--- src/rtl/operand_sequencer.sv ---
// rtl/operand_sequencer.sv - debounced operand entry and ALU result capture front end
module operand_sequencer #(
  parameter int DEBOUNCE_CYCLES = 4
) (
  input  logic       clk,
  input  logic       reset,
  input  logic [3:0] sw,
  input  logic       key_load,
  input  logic       key_clear,
  input  logic [7:0] alu_in,
  output logic [3:0] A,
  output logic [3:0] B,
  output logic [2:0] select,
  output logic [7:0] result,
  output logic       result_valid,
  output logic [1:0] state
);

  typedef enum logic [1:0] {
    LOAD_A   = 2'b00,
    LOAD_B   = 2'b01,
    LOAD_SEL = 2'b10,
    SHOW     = 2'b11
  } state_t;

  localparam logic [7:0] DB_LIMIT = 8'(DEBOUNCE_CYCLES);

  state_t     cur_state;
  state_t     nxt_state;

  logic       load_meta;
  logic       load_sync;
  logic       clear_meta;
  logic       clear_sync;

  logic       load_level;
  logic [7:0] db_cnt;
  logic       press;
  logic       db_differs;
  logic       db_done;

  logic       act_load_a;
  logic       act_load_b;
  logic       act_load_sel;
  logic       act_capture;

  // Two-flop synchronizers for both raw keys.
  always_ff @(posedge clk or posedge reset) begin
    if (reset) begin
      load_meta  <= 1'b0;
      load_sync  <= 1'b0;
      clear_meta <= 1'b0;
      clear_sync <= 1'b0;
    end else begin
      load_meta  <= key_load;
      load_sync  <= load_meta;
      clear_meta <= key_clear;
      clear_sync <= clear_meta;
    end
  end

  // The accepted level flips once the synchronized level has disagreed for DEBOUNCE_CYCLES cycles in a row.
  always_comb begin
    db_differs = (load_sync != load_level);
    db_done    = db_differs && ((db_cnt + 8'd1) == DB_LIMIT);
  end

  // Debounce counter, accepted level and the one-cycle press pulse on a rising acceptance.
  always_ff @(posedge clk or posedge reset) begin
    if (reset) begin
      load_level <= 1'b0;
      db_cnt     <= 8'd0;
      press      <= 1'b0;
    end else begin
      press <= db_done && !load_level;
      if (!db_differs) begin
        db_cnt <= 8'd0;
      end else if (db_done) begin
        load_level <= ~load_level;
        db_cnt     <= 8'd0;
      end else begin
        db_cnt <= db_cnt + 8'd1;
      end
    end
  end

  // State register.
  always_ff @(posedge clk or posedge reset) begin
    if (reset) begin
      cur_state <= LOAD_A;
    end else begin
      cur_state <= nxt_state;
    end
  end

  // Next state and datapath strobes; clear overrides a simultaneous press.
  always_comb begin
    nxt_state    = cur_state;
    act_load_a   = 1'b0;
    act_load_b   = 1'b0;
    act_load_sel = 1'b0;
    act_capture  = 1'b0;
    if (clear_sync) begin
      nxt_state = LOAD_A;
    end else if (press) begin
      case (cur_state)
        LOAD_A, SHOW: begin
          act_load_a = 1'b1;
          nxt_state  = LOAD_B;
        end
        LOAD_B: begin
          act_load_b = 1'b1;
          nxt_state  = LOAD_SEL;
        end
        default: begin
          act_load_sel = 1'b1;
          nxt_state    = SHOW;
        end
      endcase
    end else if (cur_state == SHOW && !result_valid) begin
      // result_valid is always low on SHOW entry, so this fires only on the first SHOW cycle.
      act_capture = 1'b1;
    end
  end

  // Operand, select and result registers.
  always_ff @(posedge clk or posedge reset) begin
    if (reset) begin
      A            <= 4'd0;
      B            <= 4'd0;
      select       <= 3'd0;
      result       <= 8'd0;
      result_valid <= 1'b0;
    end else if (clear_sync) begin
      A            <= 4'd0;
      B            <= 4'd0;
      select       <= 3'd0;
      result       <= 8'd0;
      result_valid <= 1'b0;
    end else begin
      if (act_load_a) begin
        A            <= sw;
        B            <= 4'd0;
        result_valid <= 1'b0;
      end
      if (act_load_b) begin
        B <= sw;
      end
      if (act_load_sel) begin
        select <= sw[2:0];
      end
      if (act_capture) begin
        result       <= alu_in;
        result_valid <= 1'b1;
      end
    end
  end

  assign state = cur_state;

endmodule

--- config.mk ---
export PLATFORM = sky130hd
export DESIGN_NAME = operand_sequencer
export DESIGN_NICKNAME = d
export VERILOG_FILES = /design/src/rtl/operand_sequencer.sv
export SDC_FILE = /design/constraint.sdc
export NUM_CORES = 1
export LEC_CHECK = 0
export CAP_MARGIN = 10
export CORE_MARGIN = 2
export CORE_UTILIZATION = 48
export CTS_CLUSTER_SIZE = 12
export DETAILED_ROUTE_END_ITERATION = 8
export GPL_TIMING_DRIVEN = 0
export HOLD_SLACK_MARGIN = 0.08
export PLACE_DENSITY = 0.8
export SLEW_MARGIN = 15
export SYNTH_ARGS = -nofsm -noshare
export SYNTH_HDL_FRONTEND = slang
export SYNTH_SLANG_ARGS = --single-unit
--- constraint.sdc ---
create_clock -name clk -period 1.89 [get_ports clk]
set_input_delay 0.2835 -clock clk [delete_from_list [all_inputs] [get_ports clk]]
set_output_delay 0.2835 -clock clk [all_outputs]
set_load 0.03 [all_outputs]
== Word-level counts from Yosys, hierarchy flattened ==
Cells that the tools add are included.

* $add $sub $neg: 1
* Equality and inequality tests: 4
* Muxes and demuxes: 29
* Bitwise logic cells: 1
* Reductions and logical operators: 15

{| class="wikitable"
|+ Operators by type and width
! kind !! count
|-
| 8-bit 2-to-1 mux || 4
|-
| 4-bit 2-to-1 mux || 5
|-
| 1-bit 2-to-1 mux || 15
|-
| 8-bit by 1-bit adder with 8-bit output, second input constant || 1
|-
| 8-bit by 3-bit == test with 1-bit output, second input constant || 1
|-
| 2-bit nonzero test || 4
|-
| 3-bit 2-to-1 mux || 2
|-
| 3-bit nonzero test || 2
|-
| 2-bit 2-to-1 mux || 2
|-
| 2-bit case mux with 2 select lines || 1
|-
| 1-bit logical AND || 3
|-
| 3-bit OR reduction || 1
|-
| 2-bit by 1-bit == test with 1-bit output, second input constant || 1
|-
| 2-bit == test, second input constant || 1
|-
| 1-bit logical NOT || 2
|-
| 2-bit logical NOT || 1
|-
| 2-bit AND reduction || 1
|-
| 2-bit OR reduction || 1
|-
| 1-bit inequality test || 1
|-
| 1-bit inverter || 1
|}

* Register bits after elaboration: 36
* Input bits: 16
* Output and inout port bits: 22
* Word-level logic and storage cells: 63

== Logic depth before layout (Yosys ltp) ==
* Word-level depth: 8
* Depth in mapped cells: 6
* Mapped depth without buffers: 6

== Worst setup path before layout ==
Ideal clock, no wire load.

* Path kind: register -> register
* From: reg cur_state[0], in the netlist state[0]
* To: reg B[2]
* Library setup time: 72 ps
* Arrival time: 1460 ps
* Required time: 1818 ps
* Setup slack: 357 ps
* Stages on the path, launching flop included: 6
* Buffers on the path: 0
* Period minus slack after synthesis: 1533 ps
* Cell sequence: dfrtp_1 > inv_1 > ha_1 > o21ai_0 > a32oi_1 > nor2_1

* Cells in the longest elaborated chain, start to end: 6
* Elaborated cells between the ends (all ways): 13
* Classes of those cells: eq/ne (2); mux (8); reduce/logical (3)

{| class="wikitable"
|+ Ends and longest elaborated chain
! item !! RTL line !! source
|-
| start: declaration || 28 || <nowiki>state_t cur_state;</nowiki>
|-
| start signal: assignment || 92 || <nowiki>cur_state <= nxt_state;</nowiki>
|-
| 2-bit == test, or another cell as far along || 106 || <nowiki>case (cur_state)</nowiki>
|-
| 2-bit OR reduction / 1-bit 2-to-1 mux (equally long branches) || 106 ||
|-
| 1-bit 2-to-1 mux (on tied branches) || 106, 105 ||
|-
| 1-bit 2-to-1 mux (on tied branches) || 105, 103 ||
|-
| 1-bit 2-to-1 mux / 4-bit 2-to-1 mux (equally long branches) || 103, 146 ||
|-
| 3-bit nonzero test (no line) / 4-bit 2-to-1 mux (equally long branches) || n/a ||
|-
| end signal: assignment || 147 || <nowiki>B <= sw;</nowiki>
|-
| end: declaration || 12 || <nowiki>output logic [3:0] B,</nowiki>
|}

Parallel ways exist; a longest one is shown, timed or not.
A chain may end at the register's enable or synchronous reset.

== Worst setup path in the final report ==
* From: reg cur_state[1], in the netlist state[1]
* To: out state[1]

{| class="wikitable"
|+ RTL lines
! item !! RTL line !! source
|-
| end: declaration || 16 || <nowiki>output logic [1:0] state</nowiki>
|}

No word-level cell between the ends.

==> impl_metrics.csv <==
group,metric,value,unit
run_status,status,"complete, no violations",
power,p_total,1.60,mW
timing,hold_viol_final,0,
setup_path,r2r-start,"db_cnt[0]",
flow_run,drv_cap,0,
timing,setup-violations-final,0,
setup_path,arrival,1.50,ns
clock_tree,post-cts-setup-buffers,0,
logic_synthesis,syn_inst,136,
min_path,hold_depth,0,
cells_and_area,final-seq-area,901,sq um
placed_design,dp_hpwl,2340,um
floorplanning,core,3050,sq um
setup_path,r2r_end,"load_level",
timing,final.setup.tns,0,ns
logic_synthesis,seq_area_frac_synth,58.5,%
power,p_leak,0.867,nW
setup_path,end_kind,"output pin",
floorplanning,num_rows,20,
min_path,min_path_type,"flip-flop to flip-flop",
setup_path,cp_slowest_cell,"clkdlybuf4s50_1",
grt,grt.total_usage,21.0,%
drt,wirelength,3220,um
cells_and_area,synthToLayoutAreaGrowth,32.8,%
logic_synthesis,ys_seq_elements,36,
floorplanning,die_w,60.6,um
setup_path,path_cells,"clkdlybuf4s50_1",
timing,min_period_over_period,94.4,%
clock_tree,cts.path.max_buffers,2,
setup_path,ff2ff_setup_slack,0.19,ns
clock_tree,clk_pin_slew,0.11,ns
floorplanning,io_pins,38,
setup_path,r2r_cells,6,
timing,final.min_clock_period,1.78,ns
cells_and_area,final_util,66.9,%
cells_and_area,fillers,257,
setup_path,max_stage_delay,0.70,ns
power,ir_worst_vdd,0.536,mV
drt,vias_per_cell,5.21,
clock_tree,cts.sink_count,36,
logic_synthesis,syn_area,1540,sq um
clock_tree,cts_root_buf,"clkbuf_4",
min_path,min_to,"load_sync",
drt,drc,0,
logic_synthesis,yosys_warnings,0,
power,power_density,782,nW/um^2
cells_and_area,diodes,0,
logic_synthesis,syn_area_per_cell,11.3,sq um
drt,num_vias,1173,
floorplanning,die_height,60.6,um
min_path,hp-start,"load_meta",
floorplanning,fp.dieArea,3680,sq um
timing,tightest_slew,0.712,ns
drt,drt-initial-drc-count,24,
clock_tree,insertion_delay,0.34,ns
setup_path,crit_type,"flip-flop to output pin",
timing,grt_setup_unrepaired,"false",
drt,dr.pass1.iters,4,
setup_path,crit_fanout,5,
floorplanning,start_util,50.4,%
cells_and_area,drive_gt1_share,9.39,%
clock_tree,cts_max_level,2,
timing,max_freq,560,MHz
clock_tree,cts_tree,"done",
cells_and_area,nets,201,
cells_and_area,multi_input_area,609,sq um
timing,worst_hold_slack,0.362,ns
drt,ant_nets,0,
drt,wl_per_cell,14.3,um
grt,grt_pass1_vias,1226,
timing,clock_skew,0.00622,ns
timing,slew_headroom,52.5,%
logic_synthesis,synth_nets,157,
setup_path,startpoint_type,"flip-flop",
clock_tree,hold_buffers,0,
setup_path,crit_family,"buffers and inverters",
grt,gr-total-overflow,0,
grt,grt_max_degree,37,
grt,antenna_found_initial,0,
placed_design,port_buffers,37,
setup_path,required,1.61,ns
clock_tree,cts_resized,0,
logic_synthesis,ys_types,27,
timing,slew_viol_final,0,
setup_path,critical_path.n_buffers_inverters,1,
clock_tree,numCtsBuffers,5,
placed_design,gp_congestion,0.857,
grt,grt_pass1_wl,5490,um
-- cell type report --
class | instances | area share (%)
inverter | 3 | 0.551
timing repair buffer | 37 | 18.1
multi-input combinational | 92 | 29.8
clock inverter | 2 | 1.71
buffer | 5 | 0.980
tap | 44 | 2.69
sequential | 36 | 44.1
clock buffer | 6 | 2.02
-- cells in the mapped netlist --
master	instances	area, sq um
nand4_1	2	12.5
and2b_2	1	8.76
and4_4	1	11.3
nor2_1	21	78.8
buf_2	1	5.00
inv_1	3	11.3
nor4_1	1	6.26
nor3b_1	2	15.0
xnor2_2	1	16.3
nor3_2	1	10.0
a21oi_1	8	40.0
nand2b_1	1	6.26
xnor2_1	1	8.76
nor3_1	1	5.00
o21bai_1	1	7.51
mux2i_1	8	80.1
nand2_1	11	41.3
dfrtp_1	36	901
a211oi_2	1	12.5
clkbuf_1	4	15.0
nand3_1	10	50.1
a41oi_2	1	16.3
xor2_1	7	61.3
a32oi_1	4	35.0
mux2_2	1	11.3
ha_1	5	62.6
o21ai_0	2	10.0
-- worst max path at each step --
stage               from    endpoint  slack, ns  depth (start not counted)
2_1_floorplan   state[0]        B[2]       0.36                          5
3_3_place_gp       reset        A[0]        0.1                          2
3_5_place_dp   db_cnt[0]  load_level       0.17                          6
4_1_cts         state[1]    state[1]        0.1                          1
5_1_grt        db_cnt[0]  load_level      0.008                          6
6_report        state[1]    state[1]       0.11                          1
-- worst reg2reg max path: stages, from the launching register on --
cell and delay, ns:
dfrtp_1 0.46, ha_2 0.28, nand3_1 0.10, xor2_1 0.19
nand4_1 0.16, nor3_2 0.24, xor2_1 0.20
-- flip-flops by register name, summed over array words and instances, names as in the netlist --
name and count:
result 8, db_cnt 8, clear_sync 1, clear_meta 1
load_level 1, A 4, load_sync 1, load_meta 1
select 3, state 2, B 4, press 1
result_valid 1
-- cell families after synthesis --
family                   Yosys count  share of synthesized area [%]
AND/OR/NAND/NOR                   52                           15.9
flip-flops                        36                           58.5
AO/OA/AOI/OAI                     17                           7.89
XOR/XNOR                           9                           5.61
multiplexers                       9                           5.94
buffers and inverters              8                           2.03
adder cells (fa/ha/maj)            5                           4.07
-- cells in the final DEF (no fill, tap or decap), types with 2 or more instances in the layout --
cell type	n
xor2_1	7
nand2_1	11
ha_1	4
clkbuf_4	5
dfrtp_1	36
o21ai_0	2
nand3_1	10
nand4_1	2
nor3b_1	2
mux2i_1	8
nor2_1	21
clkdlybuf4s50_1	37
a32oi_1	4
a21oi_1	8
clkbuf_1	5
inv_1	2
-- layer usage --
layer | vias to the layer above | global-route usage, % | share of wire, %
met5 | - | 0 | 0
met4 | 0 | 8.39 | 1.9
met3 | 10 | 7.04 | 5.7
met2 | 35 | 36.4 | 51
met1 | 572 | 23.9 | 42
li1 | 556 | - | -
-- power breakdown --
group          leakage [nW]  switching, mW  internal, mW
sequential            0.491         0.0577         0.812
clock                0.0422          0.249         0.277
combinational         0.334          0.108        0.0929
-- through the flow --
stage | setup slack, ns | cell area [sq um] | cells
after floorplan | 0.357 | 1540 | 136
after global placement | 0.0981 | 1960 | 217
after detailed placement | 0.172 | 1960 | 217
after CTS | 0.0961 | 2040 | 225
after global routing | 0.00756 | 2040 | 225
final | 0.106 | 2040 | 225
(Power assumes the default switching activity.)
